<file path="config.mk">
export PLATFORM = sky130hd
export DESIGN_NAME = npu_result_reader
export DESIGN_NICKNAME = d
export VERILOG_FILES = /design/src/rtl/npu_result_pkg.sv /design/src/rtl/result_fifo.sv /design/src/rtl/npu_result_reader.sv
export SDC_FILE = /design/constraint.sdc
export NUM_CORES = 1
export LEC_CHECK = 0
export BUFFER_PORTS_ARGS = -buffer_cell sky130_fd_sc_hd__buf_2
export CAP_MARGIN = 25
export CELL_PAD_IN_SITES_DETAIL_PLACEMENT = 1
export CELL_PAD_IN_SITES_GLOBAL_PLACEMENT = 1
export CORE_MARGIN = 3
export CORE_UTILIZATION = 61
export CTS_BUF_LIST = sky130_fd_sc_hd__clkbuf_4 sky130_fd_sc_hd__clkbuf_8
export DETAILED_ROUTE_END_ITERATION = 12
export PLACE_DENSITY = 0.92
export SYNTH_ARGS = -nofsm -noshare
export SYNTH_HDL_FRONTEND = slang
export SYNTH_SLANG_ARGS = --single-unit
</file>
<file path="constraint.sdc">
create_clock -name clk -period 9.4 [get_ports clk]
set_input_delay 1.88 -clock clk [delete_from_list [all_inputs] [get_ports clk]]
set_output_delay 1.88 -clock clk [all_outputs]
set_load 0.1 [all_outputs]
</file>
<file path="src/rtl/npu_result_pkg.sv">
// Shared constants for the NPU result readback path: host register map,
// STATUS bit layout, packer state encoding and a byte-lane insert helper.
package npu_result_pkg;

   localparam logic [1:0] ADDR_DATA      = 2'd0;
   localparam logic [1:0] ADDR_STATUS    = 2'd1;
   localparam logic [1:0] ADDR_BYTECOUNT = 2'd2;

   localparam int STAT_EMPTY     = 0;
   localparam int STAT_FULL      = 1;
   localparam int STAT_OVERFLOW  = 2;
   localparam int STAT_DONE      = 3;
   localparam int STAT_COUNT_LSB = 16;

   typedef enum logic [1:0] {
      COLLECT = 2'd0,
      FLUSH   = 2'd1,
      DONE    = 2'd2
   } pack_state_e;

   // Little-endian placement: byte index k lands in bits [8k+7:8k].
   function automatic logic [31:0] insert_byte(input logic [31:0] acc,
                                               input logic [1:0]  idx,
                                               input logic [7:0]  b);
      logic [31:0] res;
      res = acc;
      res[{idx, 3'b000} +: 8] = b;
      return res;
   endfunction

endpackage

</file>
<file path="src/rtl/result_fifo.sv">
// Word FIFO with first-word-fall-through head output. Pointers wrap modulo
// DEPTH and a separate occupancy count keeps full and empty unambiguous.
module result_fifo #(
   parameter int DEPTH = 16,
   localparam int AW = $clog2(DEPTH)
) (
   input  logic          clk,
   input  logic          reset,
   input  logic          clr,
   input  logic          push,
   input  logic          pop,
   input  logic [31:0]   wdata,
   output logic [31:0]   rdata,
   output logic [AW:0]   count,
   output logic          full,
   output logic          empty
);

   localparam logic [AW:0] FULL_CNT = (AW+1)'(DEPTH);

   logic [31:0]   mem_q [DEPTH];
   logic [AW-1:0] wr_ptr_q;
   logic [AW-1:0] rd_ptr_q;
   logic [AW:0]   count_q;
   logic          do_push;
   logic          do_pop;

   // A pop on empty is ignored; a push on full only lands if a pop frees a slot.
   assign do_pop  = pop & ~empty & ~clr;
   assign do_push = push & (~full | do_pop) & ~clr;

   // Pointer and occupancy bookkeeping.
   always_ff @(posedge clk or posedge reset) begin
      if (reset) begin
         wr_ptr_q <= '0;
         rd_ptr_q <= '0;
         count_q  <= '0;
      end else if (clr) begin
         wr_ptr_q <= '0;
         rd_ptr_q <= '0;
         count_q  <= '0;
      end else begin
         if (do_push) wr_ptr_q <= wr_ptr_q + 1'b1;
         if (do_pop)  rd_ptr_q <= rd_ptr_q + 1'b1;
         case ({do_push, do_pop})
            2'b10:   count_q <= count_q + {{AW{1'b0}}, 1'b1};
            2'b01:   count_q <= count_q - {{AW{1'b0}}, 1'b1};
            default: count_q <= count_q;
         endcase
      end
   end

   // Storage array; contents need no reset since occupancy gates visibility.
   always_ff @(posedge clk) begin
      if (do_push) mem_q[wr_ptr_q] <= wdata;
   end

   assign rdata = mem_q[rd_ptr_q];
   assign count = count_q;
   assign full  = (count_q == FULL_CNT);
   assign empty = (count_q == '0);

endmodule

</file>
<file path="src/rtl/npu_result_reader.sv">
// Captures the NPU result byte stream, packs it little-endian into 32-bit
// words, buffers them and serves them to the host over the register bus.
module npu_result_reader
   import npu_result_pkg::*;
#(
   parameter int DEPTH          = 16,
   parameter int EXPECTED_BYTES = 10
) (
   input  logic        clk,
   input  logic        reset,
   input  logic [7:0]  d_in,
   input  logic        d_valid,
   input  logic        clr,
   input  logic        chipselect,
   input  logic        read,
   input  logic [1:0]  address,
   output logic [31:0] readdata,
   output logic        done,
   output logic        overflow
);

   localparam int          AW      = $clog2(DEPTH);
   localparam logic [15:0] EXP_CNT = 16'(EXPECTED_BYTES);

   pack_state_e state_q, state_d;
   logic [1:0]  byte_idx_q, byte_idx_d;
   logic [31:0] word_acc_q, word_acc_d;
   logic [15:0] byte_cnt_q, byte_cnt_d;
   logic        overflow_q, overflow_d;
   logic [31:0] readdata_q, readdata_d;

   logic        push;
   logic [31:0] push_word;
   logic [31:0] acc_next;
   logic        host_rd;
   logic        pop;
   logic [31:0] fifo_rdata;
   logic [AW:0] fifo_count;
   logic        fifo_full;
   logic        fifo_empty;
   logic [31:0] status_word;

   result_fifo #(.DEPTH(DEPTH)) u_fifo (
      .clk   (clk),
      .reset (reset),
      .clr   (clr),
      .push  (push),
      .pop   (pop),
      .wdata (push_word),
      .rdata (fifo_rdata),
      .count (fifo_count),
      .full  (fifo_full),
      .empty (fifo_empty)
   );

   // Packer state register with counters and sticky overflow.
   always_ff @(posedge clk or posedge reset) begin
      if (reset) begin
         state_q    <= COLLECT;
         byte_idx_q <= '0;
         word_acc_q <= '0;
         byte_cnt_q <= '0;
         overflow_q <= 1'b0;
         readdata_q <= '0;
      end else begin
         state_q    <= state_d;
         byte_idx_q <= byte_idx_d;
         word_acc_q <= word_acc_d;
         byte_cnt_q <= byte_cnt_d;
         overflow_q <= overflow_d;
         readdata_q <= readdata_d;
      end
   end

   // Packer next-state: the accumulator is zeroed after every push so a
   // flushed partial word always carries zero upper bytes.
   always_comb begin
      state_d    = state_q;
      byte_idx_d = byte_idx_q;
      word_acc_d = word_acc_q;
      byte_cnt_d = byte_cnt_q;
      push       = 1'b0;
      push_word  = word_acc_q;
      acc_next   = insert_byte(word_acc_q, byte_idx_q, d_in);
      case (state_q)
         COLLECT: begin
            if (d_valid) begin
               byte_cnt_d = byte_cnt_q + 16'd1;
               if (byte_idx_q == 2'd3) begin
                  push       = 1'b1;
                  push_word  = acc_next;
                  word_acc_d = '0;
                  byte_idx_d = '0;
               end else begin
                  word_acc_d = acc_next;
                  byte_idx_d = byte_idx_q + 2'd1;
               end
               if (byte_cnt_q + 16'd1 == EXP_CNT)
                  state_d = (byte_idx_q == 2'd3) ? DONE : FLUSH;
            end
         end
         FLUSH: begin
            push       = 1'b1;
            push_word  = word_acc_q;
            word_acc_d = '0;
            byte_idx_d = '0;
            state_d    = DONE;
         end
         DONE:    state_d = DONE;
         default: state_d = COLLECT;
      endcase
      if (clr) begin
         state_d    = COLLECT;
         byte_idx_d = '0;
         word_acc_d = '0;
         byte_cnt_d = '0;
         push       = 1'b0;
      end
   end

   // Host read decode, sticky overflow and registered read data.
   always_comb begin
      host_rd     = chipselect & read & ~clr;
      pop         = host_rd & (address == ADDR_DATA);
      status_word = '0;
      status_word[31:STAT_COUNT_LSB] = 16'(fifo_count);
      status_word[STAT_DONE]         = done;
      status_word[STAT_OVERFLOW]     = overflow_q;
      status_word[STAT_FULL]         = fifo_full;
      status_word[STAT_EMPTY]        = fifo_empty;
      overflow_d  = overflow_q | (push & fifo_full & ~pop);
      if (clr) overflow_d = 1'b0;
      readdata_d  = readdata_q;
      if (host_rd) begin
         case (address)
            ADDR_DATA:      readdata_d = fifo_empty ? 32'd0 : fifo_rdata;
            ADDR_STATUS:    readdata_d = status_word;
            ADDR_BYTECOUNT: readdata_d = {16'd0, byte_cnt_q};
            default:        readdata_d = 32'd0;
         endcase
      end
   end

   assign readdata = readdata_q;
   assign done     = (state_q == DONE);
   assign overflow = overflow_q;

endmodule

</file>
==> flow_summary.yaml <==
floorplan:
  dieArea_sq_mm: 0.0427
  fp.dieW_microns: 207
  start_util: 0.626
  die_y_microns: 207
  rows: 72
  coreArea_sq_mm: 0.0392
  pin_count: 50
worst_setup_path:
  critPathArrivalTime_ns: 5.47
  timing.critical_path.buf_inv: 3
  slowest_stage: "nor3_2"
  crit_family: "simple AND/OR/NAND/NOR gates"
  cp_cell_sequence: "buf_2 > nand3b_1 > buf_4 > o211ai_1 > and2_1 > nand2_1 > nor3_2 > buf_4"
  startpoint_type: "primary input"
  crit_fanout: 54
  timing.rr.end: "u_fifo.mem_q[5][4]"
  r2r-start: "byte_idx_q[0]"
  ff2ff_path_depth: 7
  reg2reg_slack_ns: 5.25
  end_kind: "flip-flop"
  required_ns: 9.72
  critical_path_class: "in -> reg"
  crit_top_cell: "buf_4"
  max_stage_delay_ns: 0.74
finish:
  fin_cells: 2003
  syn2layout_area_growth_pct: 13.1
  drive_above_1_share: 0.296
  diodes: 0
  fin_nets: 1436
  design_area_sq_mm: 0.0278
  fill_cells: 3126
cts:
  cts_buffer_depth: 3
  clock-root-buffer: "clkbuf_8"
  clkSinkCount: 610
  htree_levels: 3
  clkLatencyLatePin_ns: 0.71
  path_clk_slew_ns: 0.06
  cts_buffers: 95
  cts_tree: "yes"
  ctsResizeCount: 0
  holdBufCountCts: 0
  post_cts_buffers: 0
global_routing:
  grt_pass1_wl_microns: 112000
  globalRouteTotalUtil: 0.370
  grt_pass1_vias: 15468
  grt_overflow_total: 0
  antenna_found_initial: 0
  grt_max_degree: 70
drt:
  first_pass_iters: 6
  wl_per_cell_microns: 40.8
  drt_wl_total_microns: 81700
  drt_iter0_markers: 2893
  vias: 15281
  via_per_inst: 7.63
  drc: 0
  postRouteAntennaNets: 0
placed_design:
  place_area_sq_mm: 0.0255
  place_hpwl_microns: 38500
  place_ws_ns: 3.65
  dp_cells: 1815
  io_buffers: 49
  gp_congestion: 0.824
power_and_ir_drop:
  seq_power_share: 0.515
  vdd.ir_drop.worst_mv: 0.106
  p_clk_frac: 0.465
  p_leak_nw: 9.72
  cellPowerDensity_mw_per_mm2: 204
  internal-power_mw: 4.35
  switchingPower_mw: 1.32
  pwr-share-comb: 0.021
  switching_share: 0.234
logic_synthesis:
  ys_ff_latch: 610
  synth_top_cell_by_area: "edfxtp_1"
  synth-edff-count: 512
  synth.distinct_cells: 63
  ys_top_cells_by_area: "edfxtp_1 (63%), mux4_2 (13%), dfrtp_1 (10%), a22o_1 (2.5%), ha_1 (0.92%)"
  synthFlopType: "edfxtp_1"
  syn_area_sq_mm: 0.0245
  avgSynthCellArea_sq_um: 19.0
  ys_warn_count: 0
  synth_common_cells: "edfxtp_1 (512), mux4_2 (147), dfrtp_1 (98), a22o_1 (70), nor2_1 (57)"
  synth_cells: 1292
  mappedNetlistNets: 1326
  ys_async_sr_fraction: 0.161
  synth_top_area_frac: 0.627
  ys_seq_area_frac: 0.727
  synth_most_common_cell: "edfxtp_1"
sta:
  setup_ws_ns: 4.24
  slew-limit-headroom: 0.275
  hold_violations: 0
  timing.final.crit_period_ns: 5.16
  drv_slew: 0
  tns_ns: 0
  tightest_slew_ns: 1.09
  final-setup-viol-count: 0
  rsz0062_at_grt: "false"
  max_freq_ghz: 0.194
  fin_worst_skew_ns: 0.0531
  fin_crit_sh: 0.549
min_path:
  min-delay-start: "readdata[12]"
  hold-path-cell-count: 2
  hp-class: "reg -> reg"
  hold_end: "readdata[12]"
run:
  max_cap_viol_count: 0
outcome:
  status: "complete, no violations"
==> per-layer routing <==
metal | vias to the layer above | global-route usage | share of wire | wire [microns]
li1 | 5490 | - | - | -
met5 | - | 0 | 0 | 0
met1 | 7879 | 0.504 | 0.34 | 28000
met4 | 0 | 0.165 | 0.057 | 4630
met2 | 1573 | 0.584 | 0.48 | 39400
met3 | 339 | 0.0862 | 0.12 | 9630
==> state kept, by name, indices dropped and copies added (netlist names) <==
name	count
overflow	1
u_fifo.count	5
u_fifo.wr_ptr_q	4
byte_cnt_q	16
word_acc_q	32
state_q	2
readdata	32
u_fifo.mem_q	512
u_fifo.rd_ptr_q	4
byte_idx_q	2
==> power groups by stage <==
stage                     Combinational [mW]  Sequential (mW)  Clock [mW]
after floorplan                       0.0468             2.99           0
after global placement                0.0940             2.98           0
after detailed placement               0.102             2.98           0
after CTS                              0.109             2.92        2.59
after global routing                   0.121             2.92        2.75
final                                  0.117             2.92        2.64
==> per-stage QoR <==
stage	hold WS, ns	total power, mW	utilization
6_report	0.487	5.67	0.708
5_1_grt	0.524	5.79	0.708
3_3_place_gp	0.463	3.07	0.648
2_1_floorplan	0.454	3.04	-
4_1_cts	0.486	5.62	0.705
3_5_place_dp	0.473	3.08	0.650
==> cell type report <==
cell class                      count  area (sq um)  area share
Sequential cell                   610         17800       0.643
Multi-Input combinational cell    590          6380       0.230
Clock buffer                      147          1790      0.0643
Timing Repair Buffer               87           666      0.0240
Tap cell                          518           648      0.0234
Clock inverter                     33           358      0.0129
Inverter                           18          70.1     0.00252
==> kinds of logic (layout without fill, tap and decap cells) <==
group                    after synthesis  count (layout)  synth area share
AO/OA/AOI/OAI                        180             180            0.0547
multiplexers                         164             164             0.142
XOR/XNOR                              27              27           0.00964
AND/OR/NAND/NOR                      201             201            0.0409
flip-flops                           610             610             0.727
buffers and inverters                 92             285            0.0167
adder cells (fa/ha/maj)               18              18           0.00918
==> tightest hold or removal path: cells and delay by family (launching register included) <==
family,cells,cell delay (ns)
and+or+nand+nor,1,0.05
AOI/OAI and AO/OA,1,0.06
DFF,1,0.33
==> worst max path at each step <==
stage | start | end | cells after the start
finish | clr | u_fifo.mem_q[5][4] | 8
global route | clr | u_fifo.mem_q[5][4] | 8
CTS | clr | u_fifo.mem_q[5][4] | 8
detailed placement | clr | u_fifo.mem_q[5][7] | 8
global placement | clr | u_fifo.mem_q[4][7] | 8
floorplan | clr | u_fifo.mem_q[0][0] | 4
==> placed cells by master (no fill, tap or decap), types with 15 or more instances in the layout <==
cell      count
a21oi_1      29
a22o_1       70
a22oi_1      17
buf_2        49
buf_4        27
clkbuf_4     38
clkbuf_8    109
dfrtp_1      94
edfxtp_1    512
ha_1         18
inv_1        17
mux4_2      147
nand2_1      45
nor2_1       53
nor2b_1      15
o21ai_1      20
xor2_1       21
Power figures use the tool's default switching activity.
